**src/rtl/shift_frame_serializer_if.sv**
```systemverilog
// Upstream frame handshake for shift_frame_serializer.
//   in_valid : producer has a frame on in_data/in_dir
//   in_ready : serializer can accept a frame this cycle
//   in_data  : parallel word, MSB bits wide
//   in_dir   : shift direction for the frame (0 = left, 1 = right)
// master = frame producer, slave = serializer.
interface shift_frame_serializer_if #(
  parameter int MSB = 4
);
  logic           in_valid;
  logic           in_ready;
  logic [MSB-1:0] in_data;
  logic           in_dir;

  modport master (
    output in_valid,
    output in_data,
    output in_dir,
    input  in_ready
  );

  modport slave (
    input  in_valid,
    input  in_data,
    input  in_dir,
    output in_ready
  );
endinterface

```
**src/rtl/shift_frame_serializer.sv**
```systemverilog
// Feeder for the bidirectional shift register: accepts a parallel word and a
// direction over a valid/ready handshake and replays it serially on d with
// matching en/dir strobes. Left frames go MSB first and right frames go LSB
// first, so the downstream register holds the accepted word after the last
// shift. done pulses once per frame, followed by GAP idle cycles.
// Ports:
//   clk  : clock, rising edge
//   rst  : asynchronous active-high reset
//   up   : frame handshake (in_valid/in_ready/in_data/in_dir), slave side
//   d    : serial bit (0 whenever en is 0)
//   en   : downstream shift enable
//   dir  : latched frame direction
//   busy : high from the cycle after accept through the last gap cycle
//   done : one-cycle pulse after the last bit
module shift_frame_serializer #(
  parameter int MSB = 4,
  parameter int GAP = 1
) (
  input  logic                     clk,
  input  logic                     rst,
  shift_frame_serializer_if.slave  up,
  output logic                     d,
  output logic                     en,
  output logic                     dir,
  output logic                     busy,
  output logic                     done
);

  localparam int CW = $clog2(MSB + 1);
  localparam int GW = (GAP > 0) ? $clog2(GAP + 1) : 1;
  localparam int IW = $clog2(MSB);

  typedef enum logic [1:0] {
    S_IDLE,
    S_SHIFT,
    S_DONE,
    S_GAP
  } state_t;

  state_t         state, state_n;
  logic [CW-1:0]  cnt, cnt_n;
  logic [GW-1:0]  gcnt, gcnt_n;
  logic [MSB-1:0] shadow, shadow_n;
  logic           dir_n, d_n, en_n, done_n, busy_n;
  logic [IW-1:0]  idx;

  assign up.in_ready = (state == S_IDLE);

  always_ff @(posedge clk or posedge rst) begin
    if (rst) begin
      state  <= S_IDLE;
      cnt    <= '0;
      gcnt   <= '0;
      shadow <= '0;
      dir    <= 1'b0;
      d      <= 1'b0;
      en     <= 1'b0;
      done   <= 1'b0;
      busy   <= 1'b0;
    end else begin
      state  <= state_n;
      cnt    <= cnt_n;
      gcnt   <= gcnt_n;
      shadow <= shadow_n;
      dir    <= dir_n;
      d      <= d_n;
      en     <= en_n;
      done   <= done_n;
      busy   <= busy_n;
    end
  end

  // Outputs are registered, so each state computes the value for the next
  // cycle: the first bit is presented straight from in_data on the accept
  // edge, later bits are picked from the shadow using the decremented count.
  always_comb begin
    state_n  = state;
    cnt_n    = cnt;
    gcnt_n   = gcnt;
    shadow_n = shadow;
    dir_n    = dir;
    d_n      = 1'b0;
    en_n     = 1'b0;
    done_n   = 1'b0;
    busy_n   = busy;
    idx      = '0;

    unique case (state)
      S_IDLE: begin
        if (up.in_valid) begin
          state_n  = S_SHIFT;
          cnt_n    = CW'(MSB);
          shadow_n = up.in_data;
          dir_n    = up.in_dir;
          en_n     = 1'b1;
          d_n      = up.in_dir ? up.in_data[0] : up.in_data[MSB-1];
          busy_n   = 1'b1;
        end
      end

      S_SHIFT: begin
        if (cnt == CW'(1)) begin
          state_n = S_DONE;
          cnt_n   = '0;
          done_n  = 1'b1;
        end else begin
          cnt_n = cnt - CW'(1);
          en_n  = 1'b1;
          // count k presents bit k-1 (left) or bit MSB-k (right)
          idx   = dir ? IW'(MSB - int'(cnt_n)) : IW'(int'(cnt_n) - 1);
          d_n   = shadow[idx];
        end
      end

      S_DONE: begin
        if (GAP > 0) begin
          state_n = S_GAP;
          gcnt_n  = GW'(GAP);
        end else begin
          state_n = S_IDLE;
          busy_n  = 1'b0;
        end
      end

      S_GAP: begin
        if (gcnt == GW'(1)) begin
          state_n = S_IDLE;
          gcnt_n  = '0;
          busy_n  = 1'b0;
        end else begin
          gcnt_n = gcnt - GW'(1);
        end
      end

      default: state_n = S_IDLE;
    endcase
  end

endmodule

```
**src/flat_wrapper.sv**
```systemverilog
// flat-port wrapper written by rule: the top's interface ports become plain ports
module shift_frame_serializer_flat 
#(
  parameter int MSB = 4,
  parameter int GAP = 1
)
  (clk, rst, d, en, dir, busy, done, up_in_valid, up_in_data, up_in_dir, up_in_ready);
  shift_frame_serializer_if #(.MSB(MSB)) up_i ();
  input  logic clk;
  input  logic rst;
  output logic d;
  output logic en;
  output logic dir;
  output logic busy;
  output logic done;
  input wire logic [$bits(up_i.in_valid)-1:0] up_in_valid;
  input wire logic [$bits(up_i.in_data)-1:0] up_in_data;
  input wire logic [$bits(up_i.in_dir)-1:0] up_in_dir;
  output wire logic [$bits(up_i.in_ready)-1:0] up_in_ready;
  assign up_i.in_valid = up_in_valid;
  assign up_i.in_data = up_in_data;
  assign up_i.in_dir = up_in_dir;
  assign up_in_ready = up_i.in_ready;
  shift_frame_serializer #(.MSB(MSB), .GAP(GAP)) u_core (.clk(clk), .rst(rst), .up(up_i), .d(d), .en(en), .dir(dir), .busy(busy), .done(done));
endmodule
```
**config.mk**
```make
export PLATFORM = sky130hd
export DESIGN_NAME = shift_frame_serializer_flat
export DESIGN_NICKNAME = d
export VERILOG_FILES = /design/src/rtl/shift_frame_serializer_if.sv /design/src/rtl/shift_frame_serializer.sv /design/src/flat_wrapper.sv
export SDC_FILE = /design/constraint.sdc
export NUM_CORES = 1
export LEC_CHECK = 0
export BUFFER_PORTS_ARGS = -buffer_cell sky130_fd_sc_hd__buf_2
export CAP_MARGIN = 20
export CORE_MARGIN = 1
export CORE_UTILIZATION = 52
export CTS_CLUSTER_DIAMETER = 80
export DETAILED_ROUTE_END_ITERATION = 6
export GPL_ROUTABILITY_DRIVEN = 1
export GPL_TIMING_DRIVEN = 0
export HOLD_SLACK_MARGIN = 0.06
export PLACE_DENSITY = 0.75
export SLEW_MARGIN = 20
export SYNTH_ARGS = -nofsm -noshare
export SYNTH_HDL_FRONTEND = slang
export SYNTH_SLANG_ARGS = --single-unit
```
**constraint.sdc**
```tcl
create_clock -name clk -period 2.34 [get_ports clk]
set_clock_uncertainty 0.1 [all_clocks]
set_input_delay 0.351 -clock clk [delete_from_list [all_inputs] [get_ports clk]]
set_output_delay 0.351 -clock clk [all_outputs]
set_load 0.1 [all_outputs]
```
==> results of run 1 <==
-- path summary, 6_finish.rpt --
path	to	slack (ps)	cells past startpoint
max	up_in_ready	340	3
min	u_core.shadow[1]	210	2
max reg2reg	u_core.state[1]	470	5
min reg2reg	u_core.gcnt	410	1
max in group asynchronous	u_core.cnt[0]	1200	3
min in group asynchronous	u_core.state[1]	560	3
-- final cells by class --
type	count	area share, %
Tap cell	15	2.12
Timing Repair Buffer	14	8.47
Multi-Input combinational cell	45	40.7
Inverter	8	3.39
Clock buffer	4	2.97
Sequential cell	15	42.4
-- state kept, by name (all words and copies together), names as in the netlist --
signal         count
u_core.dir         1
u_core.busy        1
u_core.state       2
u_core.d           1
u_core.shadow      4
u_core.done        1
u_core.cnt         3
u_core.gcnt        1
u_core.en          1
-- metal layers --
metal | wire (µm) | global-route usage [%]
met3 | 34 | 3.33
met2 | 588 | 30.2
met4 | 12 | 7.50
met5 | 0 | 0
met1 | 601 | 22.9
-- through the flow --
step / area, µm² / worst slack [ps] / utilization, % / hold slack [ps] / std cells
finish: 886 / 336 / 66.4 / 207 / 101
floorplan: 766 / 48.0 / - / 152 / 68
global placement: 850 / 476 / 63.7 / 323 / 96
CTS: 886 / 327 / 66.4 / 205 / 101
global route: 886 / 250 / 66.4 / 211 / 101
detailed placement: 850 / 463 / 63.7 / 336 / 96
-- worst reg2reg max path: stages, from the launching register on --
cell and delay, ps:
dfrtp_1 360, inv_1 90, ha_1 170, or2b_1 290, a222oi_1 390, mux2_1 370
-- cells in the mapped netlist, drive strengths merged --
cell type	n	area, µm²
a222oi	1	10.0
a22o	1	8.76
inv	8	30.0
mux2i	5	50.1
a21oi	2	10.0
nor2b	2	12.5
xor2	1	8.76
nor2	4	15.0
dfrtp	15	375
nand2	6	22.5
ha	7	87.6
or2b	1	7.51
nor3	1	5.00
o21ai	1	5.00
nand3	3	15.0
o22ai	2	12.5
mux2	8	90.1
-- what timing repair did --
item                      in CTS  in global routing
setup buffers                  0                  0
hold endpoints to repair      15                  0
hold buffers                   1                  0
-- cells in the final DEF (no fill, tap or decap) --
| cell | count |
|---|---|
| xor2_1 | 1 |
| or2b_1 | 1 |
| nor2b_1 | 2 |
| mux2_2 | 7 |
| ha_1 | 7 |
| mux2_1 | 1 |
| inv_2 | 1 |
| nor2_1 | 4 |
| a222oi_1 | 1 |
| nand3_1 | 3 |
| o21ai_0 | 1 |
| a22o_1 | 1 |
| a21oi_1 | 2 |
| inv_1 | 7 |
| dlygate4sd3_1 | 1 |
| nand2_1 | 6 |
| dfrtp_1 | 15 |
| o22ai_1 | 2 |
| clkbuf_4 | 3 |
| mux2i_1 | 5 |
| buf_2 | 13 |
| nor3_1 | 1 |
| clkbuf_1 | 1 |
-- logic make-up (layout without fill, tap and decap cells) --
| family | after synthesis | after routing |
|---|---|---|
| buffers and inverters | 8 | 26 |
| XOR/XNOR | 1 | 1 |
| multiplexers | 13 | 13 |
| flip-flops | 15 | 15 |
| AND/OR/NAND/NOR | 17 | 17 |
| adder cells (fa/ha/maj) | 7 | 7 |
| AO/OA/AOI/OAI | 7 | 7 |
==> qor.csv, run 1 <==
stage,metric,value,unit
outcome,outcome,"finished, final reports clean",
floorplan,height of the die,40.4,µm
synth,Synth Area in Compound Gates,6.05,%
critical_path,cell family contributing the most delay on the critical path,buffers and inverters,
clocking,root buffer cell,clkbuf_4,
sta,worst slew pin tran,565,ps
synth,Post-Synth Simple-Gate Area,10.1,%
synth,synth warn,0,
synth,post-synthesis instance total,68,
sta,RSZ-0062 raised after global routing,no,
critical_path,Worst Setup Path Type,reg -> out,
critical_path,Worst path max stage delay,460,ps
floorplan,Starting Density,57.4,%
global_routing,initial antenna violation count,0,
critical_path,FF-to-FF Start,u_core.cnt[1],
critical_path,Worst setup SP type,flip-flop,
routing,wire per inst,12.2,µm
routing,vias per std cell,5.02,
final_layout,layout cells sized above 1,27.9,%
synth,synthesized cell area,766,µm²
sta,setup TNS,0,ps
clocking,clock sink count,15,
synth,number of synthesized register bits,15,
synth,syn avg cell area,11.3,µm²
place,Final Wtd Congestion,0.773,
routing,remaining antenna violation count,0,
synth,combinational family with the most area after synthesis,multiplexers,
floorplan,die area,1630,µm²
clocking,post_cts resized,0,
final_layout,final net count,102,
synth,Mapped Nets,83,
hold_path,Hold WC Path Type,in -> reg,
routing,Routed WL,1240,µm
floorplan,I/O pin count,14,
run,max-cap violations,0,
final_layout,Syn-to-layout area delta,15.7,%
sta,final hold vios,0,
global_routing,grt total ovfl,0,
floorplan,die width,40.4,µm
clocking,H-tree levels,1,
place,DP Wirelength,960,µm
final_layout,FILL cells,129,
sta,Max-Slew Margin vs Limit,62.3,%
synth,xor-xnor portion of the synthesized cell area,1.14,%
global_routing,vias in the first global route,490,
synth,"Distinct cells, synth",19,
sta,period utilisation layout,85.6,%
critical_path,CP startpoint,u_core.state[0],
final_layout,Storage cell area,375,µm²
critical_path,critical path arrival,1550,ps
synth,"Seq/Total Area, Yosys",49.0,%
sta,Tmin final,2000,ps
critical_path,Worst Setup End Kind,output pin,
global_routing,Total GRT Usage,18.2,%
floorplan,number of core rows,13,
sta,fmax,499,MHz
synth,area share of fa/ha/maj cells after synthesis,11.4,%
routing,Iter 0 DRT Violations,5,
clocking,Worst-Skew Late Latency,270,ps
routing,DRT Pass-1 Iters,4,
global_routing,largest net degree at the start of global routing,16,
routing,DRC violations left,0,
critical_path,CP max stage cell,buf_2,
hold_path,Hold Path Origin,up_in_data[1],
place,PortBufs,13,
sta,Pins Over Slew Limit,0,
clocking,CTS buffer count,3,
critical_path,CP required,1890,ps
critical_path,critical-path cell list,inv_1 > ha_1 > buf_2,
final_layout,Ant. Diodes,0,
floorplan,Core Area,1330,µm²
critical_path,largest fanout on the critical path,6,
synth,mux cell area share after synthesis,18.3,%
clocking,clk slew on worst S/H paths,80,ps
clocking,TritonCTS clock tree,yes,
clocking,clk buf depth,2,
routing,via count,507,
global_routing,first-pass GRT wire length,1930,µm
final_layout,multi-input logic area,360,µm²
sta,"Setup violations, final",0,
critical_path,Worst Path Buf+Inv,2,
Power of run 1 is not shown: default switching activity piles up to over one toggle a cycle in this logic, so the estimate is an artifact.
==> inputs of run 2 (changes only) <==
--- a/config.mk
+++ b/config.mk
@@ -11,3 +11,3 @@
 export CORE_UTILIZATION = 52
-export CTS_CLUSTER_DIAMETER = 80
+export CTS_CLUSTER_DIAMETER = 30
 export DETAILED_ROUTE_END_ITERATION = 6
==> constraint.sdc (replaced) <==
create_clock -name clk -period 2.34 [get_ports clk]
set_clock_uncertainty 0.1 [all_clocks]
set_input_delay 0.468 -clock clk [delete_from_list [all_inputs] [get_ports clk]]
set_output_delay 0.468 -clock clk [all_outputs]
set_load 0.1 [all_outputs]
==> run 2 against run 1 <==
Against the previous run:
- worst setup slack lost 120 ps
- final area is 1.1% lower
- flip-flop and latch count stayed put
- global-route usage unchanged
- critical path depth unchanged
- routed wire length is 0.16% higher
- via count down 0.39%
- utilization decreased by 0.75 points
- clock-buffer cell count stayed put
- sequential share of layout area grew 0.48 points
- register-to-register slack is essentially flat
- first-iteration DRC count did not move
==> qor.csv, run 2 (synthesis results as in run 1) <==
stage,metric,value,unit
critical_path,Worst Setup End Kind,output pin,
final_layout,register name with the most flops,u_core.shadow,
critical_path,Worst Path Buf+Inv,2,
sta,RSZ-0062 raised after global routing,no,
floorplan,die area,1630,µm²
clocking,clk buf depth,2,
clocking,Worst-Skew Late Latency,270,ps
critical_path,Worst setup SP type,flip-flop,
place,dpl cells,96,
global_routing,grt total ovfl,0,
routing,DRC violations left,0,
clocking,root buffer cell,clkbuf_4,
global_routing,first-pass GRT wire length,1930,µm
critical_path,FF-to-FF Start,u_core.cnt[1],
clocking,# Post-CTS Setup Buffers,0,
place,DP Wirelength,960,µm
place,Final Wtd Congestion,0.773,
clocking,clk slew on worst S/H paths,80,ps
clocking,CTS Hold Bufs,0,
critical_path,CP startpoint,u_core.state[0],
run,max-cap violations,0,
floorplan,I/O pin count,14,
sta,Pins Over Slew Limit,0,
global_routing,vias in the first global route,486,
clocking,TritonCTS clock tree,yes,
final_layout,max FFs per register,4,
final_layout,"most common cell after layout, fill and taps aside",dfrtp_1,
final_layout,highest-count cells in the layout ignoring fill and taps,"dfrtp_1, buf_2, mux2_2, inv_1, ha_1",
final_layout,layout cells sized above 1,28.2,%
place,PortBufs,13,
critical_path,cell family contributing the most delay on the critical path,buffers and inverters,
sta,worst slew pin tran,565,ps
sta,setup TNS,0,ps
sta,final hold vios,0,
clocking,CTS buffer count,3,
critical_path,largest fanout on the critical path,6,
floorplan,number of core rows,13,
critical_path,CP max stage cell,buf_2,
routing,wire per inst,12.4,µm
final_layout,Regs by FF count,"u_core.shadow: 4 flops, u_core.cnt: 3 flops, u_core.state: 2 flops",
place,placed cell area,850,µm²
critical_path,critical-path cell list,inv_1 > ha_1 > buf_2,
routing,Routed WL,1240,µm
routing,via count,505,
routing,remaining antenna violation count,0,
global_routing,Total GRT Usage,18.2,%
critical_path,critical path arrival,1550,ps
sta,period utilisation layout,90.6,%
sta,Tmin final,2120,ps
floorplan,die width,40.4,µm
floorplan,Core Area,1330,µm²
global_routing,largest net degree at the start of global routing,16,
clocking,post_cts resized,0,
outcome,outcome,"finished, final reports clean",
final_layout,Ant. Diodes,0,
floorplan,Starting Density,57.4,%
final_layout,fin cells,100,
routing,DRT Pass-1 Iters,4,
final_layout,final net count,101,
sta,fmax,472,MHz
routing,Iter 0 DRT Violations,5,
final_layout,"Non-Filler Cell Area, Final",876,µm²
clocking,H-tree levels,1,
floorplan,height of the die,40.4,µm
critical_path,Worst path max stage delay,460,ps
clocking,clock sink count,15,
global_routing,initial antenna violation count,0,
final_layout,Syn-to-layout area delta,14.4,%
routing,vias per std cell,5.05,
critical_path,CP required,1770,ps
sta,"Setup violations, final",0,
hold_path,Hold WC Path Type,in -> async,
sta,Max-Slew Margin vs Limit,62.3,%
critical_path,Worst Setup Path Type,reg -> out,
==> run 2: changes by cell type in the layout (fill, tap and decap cells not counted), sizes merged <==
cell / previous run / this run
dlygate4sd3: 1 / 0
==> run 2: cell type report <==
type / instances / area (µm²)
repair buffers: 13 / 65.1
flip-flops and latches: 15 / 375
fillers: 130 / 458
inverters: 8 / 30.0
well taps: 15 / 18.8
clock buffers: 4 / 26.3
multi-input cells: 45 / 360
==> run 2: path summary, 6_finish.rpt <==
| path | end | slack (ps) | depth (start not counted) |
|---|---|---|---|
| min | u_core.state[1] | 130 | 2 |
| min in group clk | u_core.shadow[1] | 330 | 2 |
| max | up_in_ready | 220 | 3 |
| max reg2reg | u_core.state[1] | 470 | 5 |
| min reg2reg | u_core.gcnt | 410 | 1 |
| max in group asynchronous | u_core.cnt[0] | 1630 | 2 |
==> run 2: layer usage <==
layer	part of all wire [%]	global-route usage [%]	vias up	routed length, µm
li1	-	-	264	-
met1	48	22.9	229	599
met2	48	30.2	10	589
met3	2.9	3.33	2	36
met4	0.97	7.50	0	12
met5	0	0	-	0
==> run 2: per-stage QoR <==
step / utilization, % / worst slack, ps / hold WS (ps)
after floorplan: - / 48.0 / 269
after global placement: 63.7 / 476 / 391
after detailed placement: 63.7 / 463 / 394
after CTS: 65.7 / 210 / 152
after global routing: 65.7 / 133 / 205
final: 65.7 / 219 / 134
Power of run 2 is left out for the same reason.
